==> src/rtl/cmp_sweep_pkg.sv <==
// Shared types and sizes for the 2-bit comparator sweep controller.
package cmp_sweep_pkg;

  localparam int unsigned NUM_VEC = 16;
  localparam int unsigned CNT_W   = 5;
  localparam int unsigned IDX_W   = 4;
  localparam int unsigned HOLD_W  = 4;

  typedef enum logic [1:0] {
    StIdle,
    StHold,
    StSample,
    StFinish
  } state_e;

endpackage

==> src/rtl/cmp2_ref.sv <==
// Golden 2-bit magnitude compare: operand A is idx[3:2], operand B is idx[1:0].
module cmp2_ref
  import cmp_sweep_pkg::*;
(
  input  logic [IDX_W-1:0] idx_i,
  output logic [2:0]       exp_o
);

  logic [1:0] op_a;
  logic [1:0] op_b;

  assign op_a  = idx_i[3:2];
  assign op_b  = idx_i[1:0];
  // {gt, eq, lt}
  assign exp_o = {op_a > op_b, op_a == op_b, op_a < op_b};

endmodule

==> src/rtl/cmp_sweep_ctrl.sv <==
// Sweeps all 16 operand pairs through an external 2-bit comparator and tallies its results.
// Define CMP_SWEEP_STOP_ON_ERR_EN to end the sweep at the first mismatching vector.
module cmp_sweep_ctrl
  import cmp_sweep_pkg::*;
#(
  parameter int unsigned SETTLE = 1
) (
  input  logic       clk,
  input  logic       rst_n,
  input  logic       start,
  output logic       a,
  output logic       b,
  output logic       c,
  output logic       d,
  input  logic       f1,
  input  logic       f2,
  input  logic       f3,
  output logic       busy,
  output logic       done,
  output logic [4:0] gt_cnt,
  output logic [4:0] eq_cnt,
  output logic [4:0] lt_cnt,
  output logic [4:0] err_cnt,
  output logic       err,
  output logic [3:0] fail_idx
);

  state_e              state_q;
  logic [IDX_W-1:0]    idx_q;
  logic [IDX_W-1:0]    vec_q;
  logic [HOLD_W-1:0]   hold_q;
  logic                busy_q;
  logic                done_q;
  logic [CNT_W-1:0]    gt_cnt_q;
  logic [CNT_W-1:0]    eq_cnt_q;
  logic [CNT_W-1:0]    lt_cnt_q;
  logic [CNT_W-1:0]    err_cnt_q;
  logic                err_q;
  logic [IDX_W-1:0]    fail_idx_q;

  logic [2:0] exp_res;
  logic       mismatch;
  logic       stop_on_err;
  logic       last_vec;

  cmp2_ref u_cmp2_ref (
    .idx_i (idx_q),
    .exp_o (exp_res)
  );

  assign mismatch = ({f1, f2, f3} != exp_res);
  assign last_vec = (idx_q == IDX_W'(NUM_VEC - 1));

`ifdef CMP_SWEEP_STOP_ON_ERR_EN
  assign stop_on_err = mismatch;
`else
  assign stop_on_err = 1'b0;
`endif

  always_ff @(posedge clk or negedge rst_n) begin
    if (!rst_n) begin
      state_q    <= StIdle;
      idx_q      <= '0;
      vec_q      <= '0;
      hold_q     <= '0;
      busy_q     <= 1'b0;
      done_q     <= 1'b0;
      gt_cnt_q   <= '0;
      eq_cnt_q   <= '0;
      lt_cnt_q   <= '0;
      err_cnt_q  <= '0;
      err_q      <= 1'b0;
      fail_idx_q <= '0;
    end else begin
      done_q <= 1'b0;
      unique case (state_q)
        StIdle: begin
          if (start) begin
            state_q    <= StHold;
            idx_q      <= '0;
            vec_q      <= '0;
            hold_q     <= HOLD_W'(SETTLE);
            busy_q     <= 1'b1;
            gt_cnt_q   <= '0;
            eq_cnt_q   <= '0;
            lt_cnt_q   <= '0;
            err_cnt_q  <= '0;
            err_q      <= 1'b0;
            fail_idx_q <= '0;
          end
        end
        StHold: begin
          if (hold_q == HOLD_W'(1)) begin
            state_q <= StSample;
          end else begin
            hold_q <= hold_q - 1'b1;
          end
        end
        StSample: begin
          gt_cnt_q <= gt_cnt_q + CNT_W'(f1);
          eq_cnt_q <= eq_cnt_q + CNT_W'(f2);
          lt_cnt_q <= lt_cnt_q + CNT_W'(f3);
          if (mismatch) begin
            err_cnt_q <= err_cnt_q + 1'b1;
            err_q     <= 1'b1;
            // err_q is still low only for the first mismatch of this sweep
            if (!err_q) begin
              fail_idx_q <= idx_q;
            end
          end
          if (last_vec || stop_on_err) begin
            state_q <= StFinish;
            busy_q  <= 1'b0;
            done_q  <= 1'b1;
            vec_q   <= '0;
          end else begin
            state_q <= StHold;
            idx_q   <= idx_q + 1'b1;
            vec_q   <= idx_q + 1'b1;
            hold_q  <= HOLD_W'(SETTLE);
          end
        end
        StFinish: begin
          state_q <= StIdle;
        end
        default: begin
          state_q <= StIdle;
        end
      endcase
    end
  end

  assign {a, b, c, d} = vec_q;
  assign busy         = busy_q;
  assign done         = done_q;
  assign gt_cnt       = gt_cnt_q;
  assign eq_cnt       = eq_cnt_q;
  assign lt_cnt       = lt_cnt_q;
  assign err_cnt      = err_cnt_q;
  assign err          = err_q;
  assign fail_idx     = fail_idx_q;

endmodule

==> config.mk <==
export PLATFORM = sky130hd
export DESIGN_NAME = cmp_sweep_ctrl
export DESIGN_NICKNAME = d
export VERILOG_FILES = /design/src/rtl/cmp_sweep_pkg.sv /design/src/rtl/cmp2_ref.sv /design/src/rtl/cmp_sweep_ctrl.sv
export SDC_FILE = /design/constraint.sdc
export NUM_CORES = 1
export LEC_CHECK = 0
export CORE_ASPECT_RATIO = 0.9
export CORE_MARGIN = 2
export CORE_UTILIZATION = 29
export CTS_CLUSTER_DIAMETER = 80
export CTS_CLUSTER_SIZE = 25
export DETAILED_ROUTE_END_ITERATION = 12
export DONT_BUFFER_PORTS = 1
export SYNTH_ARGS = -nofsm -noshare
export SYNTH_HDL_FRONTEND = slang
export SYNTH_SLANG_ARGS = --single-unit
==> constraint.sdc <==
create_clock -name clk -period 6.93 [get_ports clk]
set_clock_uncertainty 0.1 [all_clocks]
set_input_delay 1.386 -clock clk [delete_from_list [all_inputs] [get_ports clk]]
set_output_delay 1.386 -clock clk [all_outputs]
set_load 0.01 [all_outputs]
==> impl_metrics.tcl, run 1 <==
set metrics [dict create \
    detail-route-antenna-nets 0 \
    yosysSeqAreaShare_pct 49.7 \
    synth-edff-count 0 \
    yosys_warnings 0 \
    worst-path-buf-inv 0 \
    clkSlewWorstSetupHoldPaths_ps 80 \
    cts.sinks 41 \
    slew_violations 0 \
    tightest_slew_ps 1040 \
    r2r_cells 5 \
    placed_cell_area_mm2 0.00215 \
    insertedDiodeCount 0 \
    grt_start_max_net_pins 42 \
    critPathArrivalTime_ps 3020 \
    grtUsageTotal_pct 11.9 \
    crit_required_ps 7000 \
    numCtsBuffers 5 \
    drt_wl_total_um 4300 \
    synth.distinct_cells 38 \
    final.setup.worst_slack_ps 3980 \
    grt_pass1_wl_um 7310 \
    antenna_found_initial 0 \
    cts_setup_buffers 0 \
    path_delay_family "compound AO/OA/AOI/OAI gates" \
    slowest_stage "o21bai_2" \
    final_core_util_pct 32.5 \
    cellLeakagePower_uw 0.00103 \
    nNetsFinal 211 \
    finalCriticalPeriod_ps 2950 \
    htree_levels 2 \
    grt_pass1_vias 1457 \
    crit_path_max_incr_delay_ps 780 \
    finish.instance_area_mm2 0.00227 \
    crit_type "primary input to register" \
    synthCells 193 \
    synth-seq-cells 41 \
    worst_slew_margin_rel_pct 30.5 \
    crit_chain "o21bai_2 -> o21ai_0 -> nand3_1 -> xor2_1 -> nor2_1" \
    worst-path-stages 5 \
    dp_hpwl_um 3030 \
    pre_cts_slack_ps 3630 \
    cp-end-kind "register" \
    period_share_pct 42.6 \
    r2r_setup_slack_ps 4420 \
    drt_iter0_drc 63 \
    gp_congestion 0.747 \
    power_density_mw_per_mm2 315 \
    via_per_inst 4.95 \
    ctsHoldBuffers 0 \
    coreArea_mm2 0.00697 \
    firstDrtPassIters 4 \
    critPathMaxFanout 26 \
    num_rows 29 \
    die_x_um 92.9 \
    port_buffers 0 \
    fmax_mhz 339 \
    syn_area_per_cell_um2 10.7 \
    hold_class "register to register" \
    setup-tns-final_ps 0 \
    initial_core_util_pct 29.6 \
    syn_area_mm2 0.00206 \
    layout-drive-gt1-share_pct 9.79 \
    remaining_drc_errors 0 \
    ios 37 \
    hold_viol_final 0 \
    grt-ovfl-total 0 \
    setup_viol 0 \
    die_y_um 84.0 \
    status "finished, final reports clean" \
    rsz0062_at_grt "false" \
    vias 1422 \
    die-area_mm2 0.00781 \
    whs_path_depth 2 \
    syn_nets 211 \
    synth_top_flop_cell "dfrtp_1" \
    synthToLayoutAreaGrowth_pct 9.88 \
    root_buffer "clkbuf_8" \
    timing.max_cap.violations 0 \
    ir_drop_uv 97.1 \
    fillCellCount 721 \
    cts.repair.resized 0 \
    clock_latency_ps 290 \
    cts.path.max_buffers 2 \
    wire_per_inst_um 15.0 \
    async_flop_share_pct 100 \
    tritoncts "done" \
    start_kind "primary input" \
]
[tightest hold or removal path, stage by stage, from the launching register on]
cell,delay [ps]
dfrtp_1,380
nand2_1,60
o31ai_1,60
[placed cells by master (no fill, tap or decap), types with 2 or more instances in the layout]
cell type / instances
a21o_1: 3
a21o_2: 2
a21oi_1: 7
a22o_1: 10
a32o_1: 4
clkbuf_8: 6
dfrtp_1: 41
ha_1: 12
inv_1: 9
mux2_2: 4
nand2_1: 18
nand2b_1: 4
nand3_1: 13
nand4b_1: 3
nor2_1: 10
nor3_1: 4
o211ai_1: 2
o21ai_0: 14
or4_1: 2
xor2_1: 7
[layout make-up]
cell class	count	area (um^2)	share of cell area [%]
Sequential cell	41	1030	45.3
Inverter	9	33.8	1.49
Tap cell	93	116	5.13
Clock buffer	7	86.3	3.81
Clock inverter	1	30.0	1.32
Multi-Input combinational cell	136	975	43.0
[state kept, by name, summed over array words and instances, names as in the netlist, 4 cells and up]
register,cells
eq_cnt,5
err_cnt,5
gt_cnt,5
lt_cnt,5
fail_idx,4
hold_q,4
idx_q,4
vec_q,4
[synthesized netlist by cell type (3+ instances only)]
| master | number | area (um^2) |
|---|---|---|
| nand3_1 | 13 | 65.1 |
| dfrtp_1 | 41 | 1030 |
| xor2_1 | 7 | 61.3 |
| nor3_1 | 4 | 20.0 |
| mux2_2 | 4 | 45.0 |
| a21o_1 | 3 | 22.5 |
| nor2_1 | 10 | 37.5 |
| a32o_1 | 4 | 40.0 |
| inv_1 | 9 | 33.8 |
| ha_1 | 12 | 150 |
| nand2b_1 | 4 | 25.0 |
| o21ai_0 | 14 | 70.1 |
| nand4b_1 | 3 | 26.3 |
| a22o_1 | 10 | 87.6 |
| clkbuf_1 | 5 | 18.8 |
| nand2_1 | 18 | 67.6 |
| a21oi_1 | 7 | 35.0 |
[cell families (layout without fill, tap and decap cells)]
logic type	after synthesis	count (layout)	share of synthesized area, %
multiplexers	4	4	2.18
XOR/XNOR	8	8	3.40
AND/OR/NAND/NOR	60	60	14.7
flip-flops	41	41	49.7
buffers and inverters	16	17	3.03
adder cells (fa/ha/maj)	12	12	7.28
AO/OA/AOI/OAI	52	52	19.7
[metrics by stage]
step / cells / total power, uW / hold slack, ps
after CTS: 287 / 722 / 434
after detailed placement: 279 / 522 / 412
after global placement: 279 / 520 / 396
after global routing: 287 / 766 / 480
final: 287 / 714 / 429
after floorplan: 193 / 476 / 371
[per-layer routing]
layer  vias up  wire [um]  track usage (%)
li1        700          -                -
met1       690       1960             14.5
met2        27       1950             18.6
met3         5        352             6.05
met4         0         39             2.94
met5         -          0                0
[where the power goes]
group	internal, uW	total (uW)	switching (uW)	leakage [uW]
Clock	118	200	82.2	0.0000585
Sequential	276	343	67.7	0.000552
Combinational	71.0	171	100	0.000422
Total	464	714	250	0.00103
[path summary, 6_finish.rpt]
path	from	to
setup / recovery	start	hold_q[3]
hold / removal	hold_q[1]	hold_q[1]
setup reg to reg	state_q[1]	hold_q[3]
hold reg to reg	hold_q[1]	hold_q[1]
max in group asynchronous	rst_n	err
min in group asynchronous	rst_n	hold_q[1]
Note: power is estimated with default switching activity, not from simulation.
==> inputs of run 2 (changes only) <==
--- a/config.mk
+++ b/config.mk
@@ -5,6 +5,7 @@
 export SDC_FILE = /design/constraint.sdc
 export NUM_CORES = 1
 export LEC_CHECK = 0
+export ABC_AREA = 1
 export CORE_ASPECT_RATIO = 0.9
 export CORE_MARGIN = 2
 export CORE_UTILIZATION = 29
==> constraint.sdc (replaced) <==
create_clock -name clk -period 2.61 [get_ports clk]
set_clock_uncertainty 0.1 [all_clocks]
set_input_delay 0.522 -clock clk [delete_from_list [all_inputs] [get_ports clk]]
set_output_delay 0.522 -clock clk [all_outputs]
set_load 0.01 [all_outputs]
==> run 2 against run 1 <==
Effect of this change: via count is 6.3% higher; core utilization up 0.44 points; worst hold slack got worse by 48 ps; critical path type is now register to register; flip-flop and latch count unchanged; largest cell class unchanged; highest routed layer unchanged; sequential power rose to 2.8 times the previous value; critical endpoint is now err_cnt[0]; power rose to 3.0 times the previous value; global-route usage shrank 0.15 points; worst setup slack got worse by 3100 ps; routed wire length hardly changed; critical path depth increased by 6.
==> impl_metrics.tcl, run 2 <==
set metrics [dict create \
    mostFrequentLayoutCells "nand2_1 (50), dfrtp_1 (41), inv_1 (21)" \
    grt_start_max_net_pins 42 \
    synthCells 224 \
    grt_pass1_wl_um 7290 \
    setup_viol 0 \
    whs_path_depth 2 \
    min_to "state_q[0]" \
    cts.repair.resized 0 \
    tritoncts "done" \
    clkPwrFrac_pct 19.9 \
    numCtsBuffers 5 \
    port_buffers 0 \
    wire_per_inst_um 13.3 \
    synth_top_flop_cell "dfrtp_1" \
    syn_area_per_cell_um2 9.33 \
    setup-tns-final_ps 0 \
    die_y_um 84.6 \
    ios 37 \
    via_per_inst 4.66 \
    status "finished, final reports clean" \
    synthToLayoutAreaGrowth_pct 10.5 \
    crit_chain "inv_1 -> ha_1 -> nand2_1 -> nand2_1 -> nand2_1 -> nand2_1 -> nand2_1 -> nand2_4 -> nand2_4 -> nand2_1 -> o21ai_0" \
    grtUsageTotal_pct 11.7 \
    seqPwrFrac_pct 45.3 \
    p_sw_uw 894 \
    die-area_mm2 0.00791 \
    power_density_mw_per_mm2 913 \
    rsz0062_at_grt "false" \
    synth.top_cells.by_count "nand2_1 (50), dfrtp_1 (41), inv_1 (21)" \
    hold_start "start" \
    detail-route-antenna-nets 0 \
    fillCellCount 707 \
    initial_core_util_pct 29.9 \
    syn_area_mm2 0.00209 \
    die_x_um 93.5 \
    cellLeakagePower_uw 0.00111 \
    r2r_end "err_cnt[0]" \
    hold_viol_final 0 \
    coreArea_mm2 0.00700 \
    slew_violations 0 \
    antenna_found_initial 0 \
    drt_iter0_drc 71 \
    yosysTopAreaCell "dfrtp_1" \
    layout-drive-gt1-share_pct 11.7 \
    tightest_slew_ps 449 \
    async_flop_share_pct 100 \
    num_rows 29 \
    timing.max_cap.violations 0 \
    nNetsFinal 248 \
    htree_levels 2 \
    period_share_pct 67.5 \
    crit-reg2reg-launch "idx_q[1]" \
    finish.instance_area_mm2 0.00231 \
    cts.sinks 41 \
    dp_hpwl_um 3090 \
    clock_latency_ps 290 \
    p_int_uw 1210 \
    final_common_cell "nand2_1" \
    fmax_mhz 568 \
    worst_slew_margin_rel_pct 69.8 \
    r2r_cells 11 \
    hold_class "primary input to register" \
    firstDrtPassIters 4 \
    cts.path.max_buffers 2 \
    vias 1511 \
    placed_cell_area_mm2 0.00219 \
    ir_drop_uv 220 \
    synth.distinct_cells 28 \
    post-synth-top-area-fraction_pct 49.1 \
    crit_required_ps 2680 \
    grt-ovfl-total 0 \
    clkSlewWorstSetupHoldPaths_ps 80 \
    path_common_cell "nand2_1" \
    critPathArrivalTime_ps 1830 \
    synth-edff-count 0 \
    insertedDiodeCount 0 \
    yosysMostFrequentCell "nand2_1" \
    slowest_stage "dfrtp_1" \
    syn_nets 242 \
    synth-seq-cells 41 \
    yosys-top-cells-area "dfrtp_1 (49%), nand2_1 (9.0%), ha_1 (7.2%), nand3_1 (3.8%), inv_1 (3.8%)" \
    crit_type "register to register" \
    grt_pass1_vias 1499 \
    r2r_setup_slack_ps 850 \
    pwr-share-comb_pct 34.8 \
    yosys_warnings 0 \
    crit_path_max_incr_delay_ps 370 \
    drt_wl_total_um 4300 \
    yosysSeqAreaShare_pct 49.1 \
    finalCriticalPeriod_ps 1760 \
    remaining_drc_errors 0 \
    swShare_pct 42.4 \
    cp-end-kind "register" \
    p_total_uw 2110 \
    start_kind "register" \
    critPathMaxFanout 8 \
    root_buffer "clkbuf_8" \
    gp_congestion 0.811 \
]
[run 2: cell count changes after synthesis, sizes merged, moves of 5 or more]
cell | before | now
nand2 | 18 | 53
inv | 9 | 25
nor2 | 10 | 18
nand4 | 0 | 6
a21o | 5 | 0
a22o | 11 | 6
clkbuf | 5 | 0
nand3 | 13 | 18
[run 2: per-stage QoR]
step | cells | hold WS (ps) | util, % | worst slack [ps]
floorplan | 224 | 126 | - | 1030
global placement | 314 | 128 | 31.3 | 889
CTS | 324 | 372 | 33.0 | 825
detailed placement | 314 | 128 | 31.3 | 849
finish | 324 | 382 | 33.0 | 848
global route | 324 | 373 | 33.0 | 634
[run 2: worst max-delay path by stage]
stage,to,slack (ps),startpoint
after floorplan,err_cnt[0],1030,idx_q[1]
after global placement,err_cnt[0],890,idx_q[1]
after detailed placement,fail_idx[1],850,idx_q[1]
after CTS,err_cnt[0],830,idx_q[1]
after global routing,fail_idx[2],630,idx_q[1]
final,err_cnt[0],850,idx_q[1]
[run 2: worst max-delay path, delay by kind of cell, from the launching register on]
family | cells | cell delay (ps)
AOI/OAI and AO/OA | 1 | 80
DFF | 1 | 370
buffers and inverters | 1 | 90
and+or+nand+nor | 8 | 680
adders and majority gates | 1 | 330
[run 2: timing repair]
action	4_1_cts	5_1_grt
buffers inserted	0	0
hold buffers	2	0
hold endpoints to repair	41	0
[run 2: cell families (layout without fill, tap and decap cells)]
logic type	Yosys count	in the layout	synth area share [%]
AO/OA/AOI/OAI	36	36	11.0
XOR/XNOR	7	7	2.93
adder cells (fa/ha/maj)	12	12	7.18
buffers and inverters	28	35	5.33
flip-flops	41	41	49.1
AND/OR/NAND/NOR	100	100	24.5
[run 2: power groups by stage]
stage	registers, uW	clock network [uW]	logic, uW
after floorplan	928	0	601
after global placement	974	0	702
after detailed placement	975	0	722
after CTS	962	432	749
after global routing	984	462	849
final	956	419	733
[run 2: layout make-up]
| cell class | instances | area, um^2 | share of cell area (%) |
|---|---|---|---|
| inverter | 25 | 96.3 | 4.17 |
| tap | 93 | 116 | 5.04 |
| clock inverter | 2 | 15.0 | 0.650 |
| clock buffer | 6 | 72.6 | 3.14 |
| sequential | 41 | 1030 | 44.4 |
| multi-input combinational | 155 | 953 | 41.3 |
| timing repair buffer | 2 | 30.0 | 1.30 |
[run 2: per-layer routing]
| layer | vias to the layer above | global-route usage (%) | part of all wire (%) |
|---|---|---|---|
| met5 | - | 0 | 0 |
| met4 | 0 | 3.21 | 1.1 |
| met3 | 5 | 5.92 | 8.3 |
| met2 | 28 | 18.8 | 44 |
| met1 | 709 | 13.9 | 46 |
| li1 | 769 | - | - |
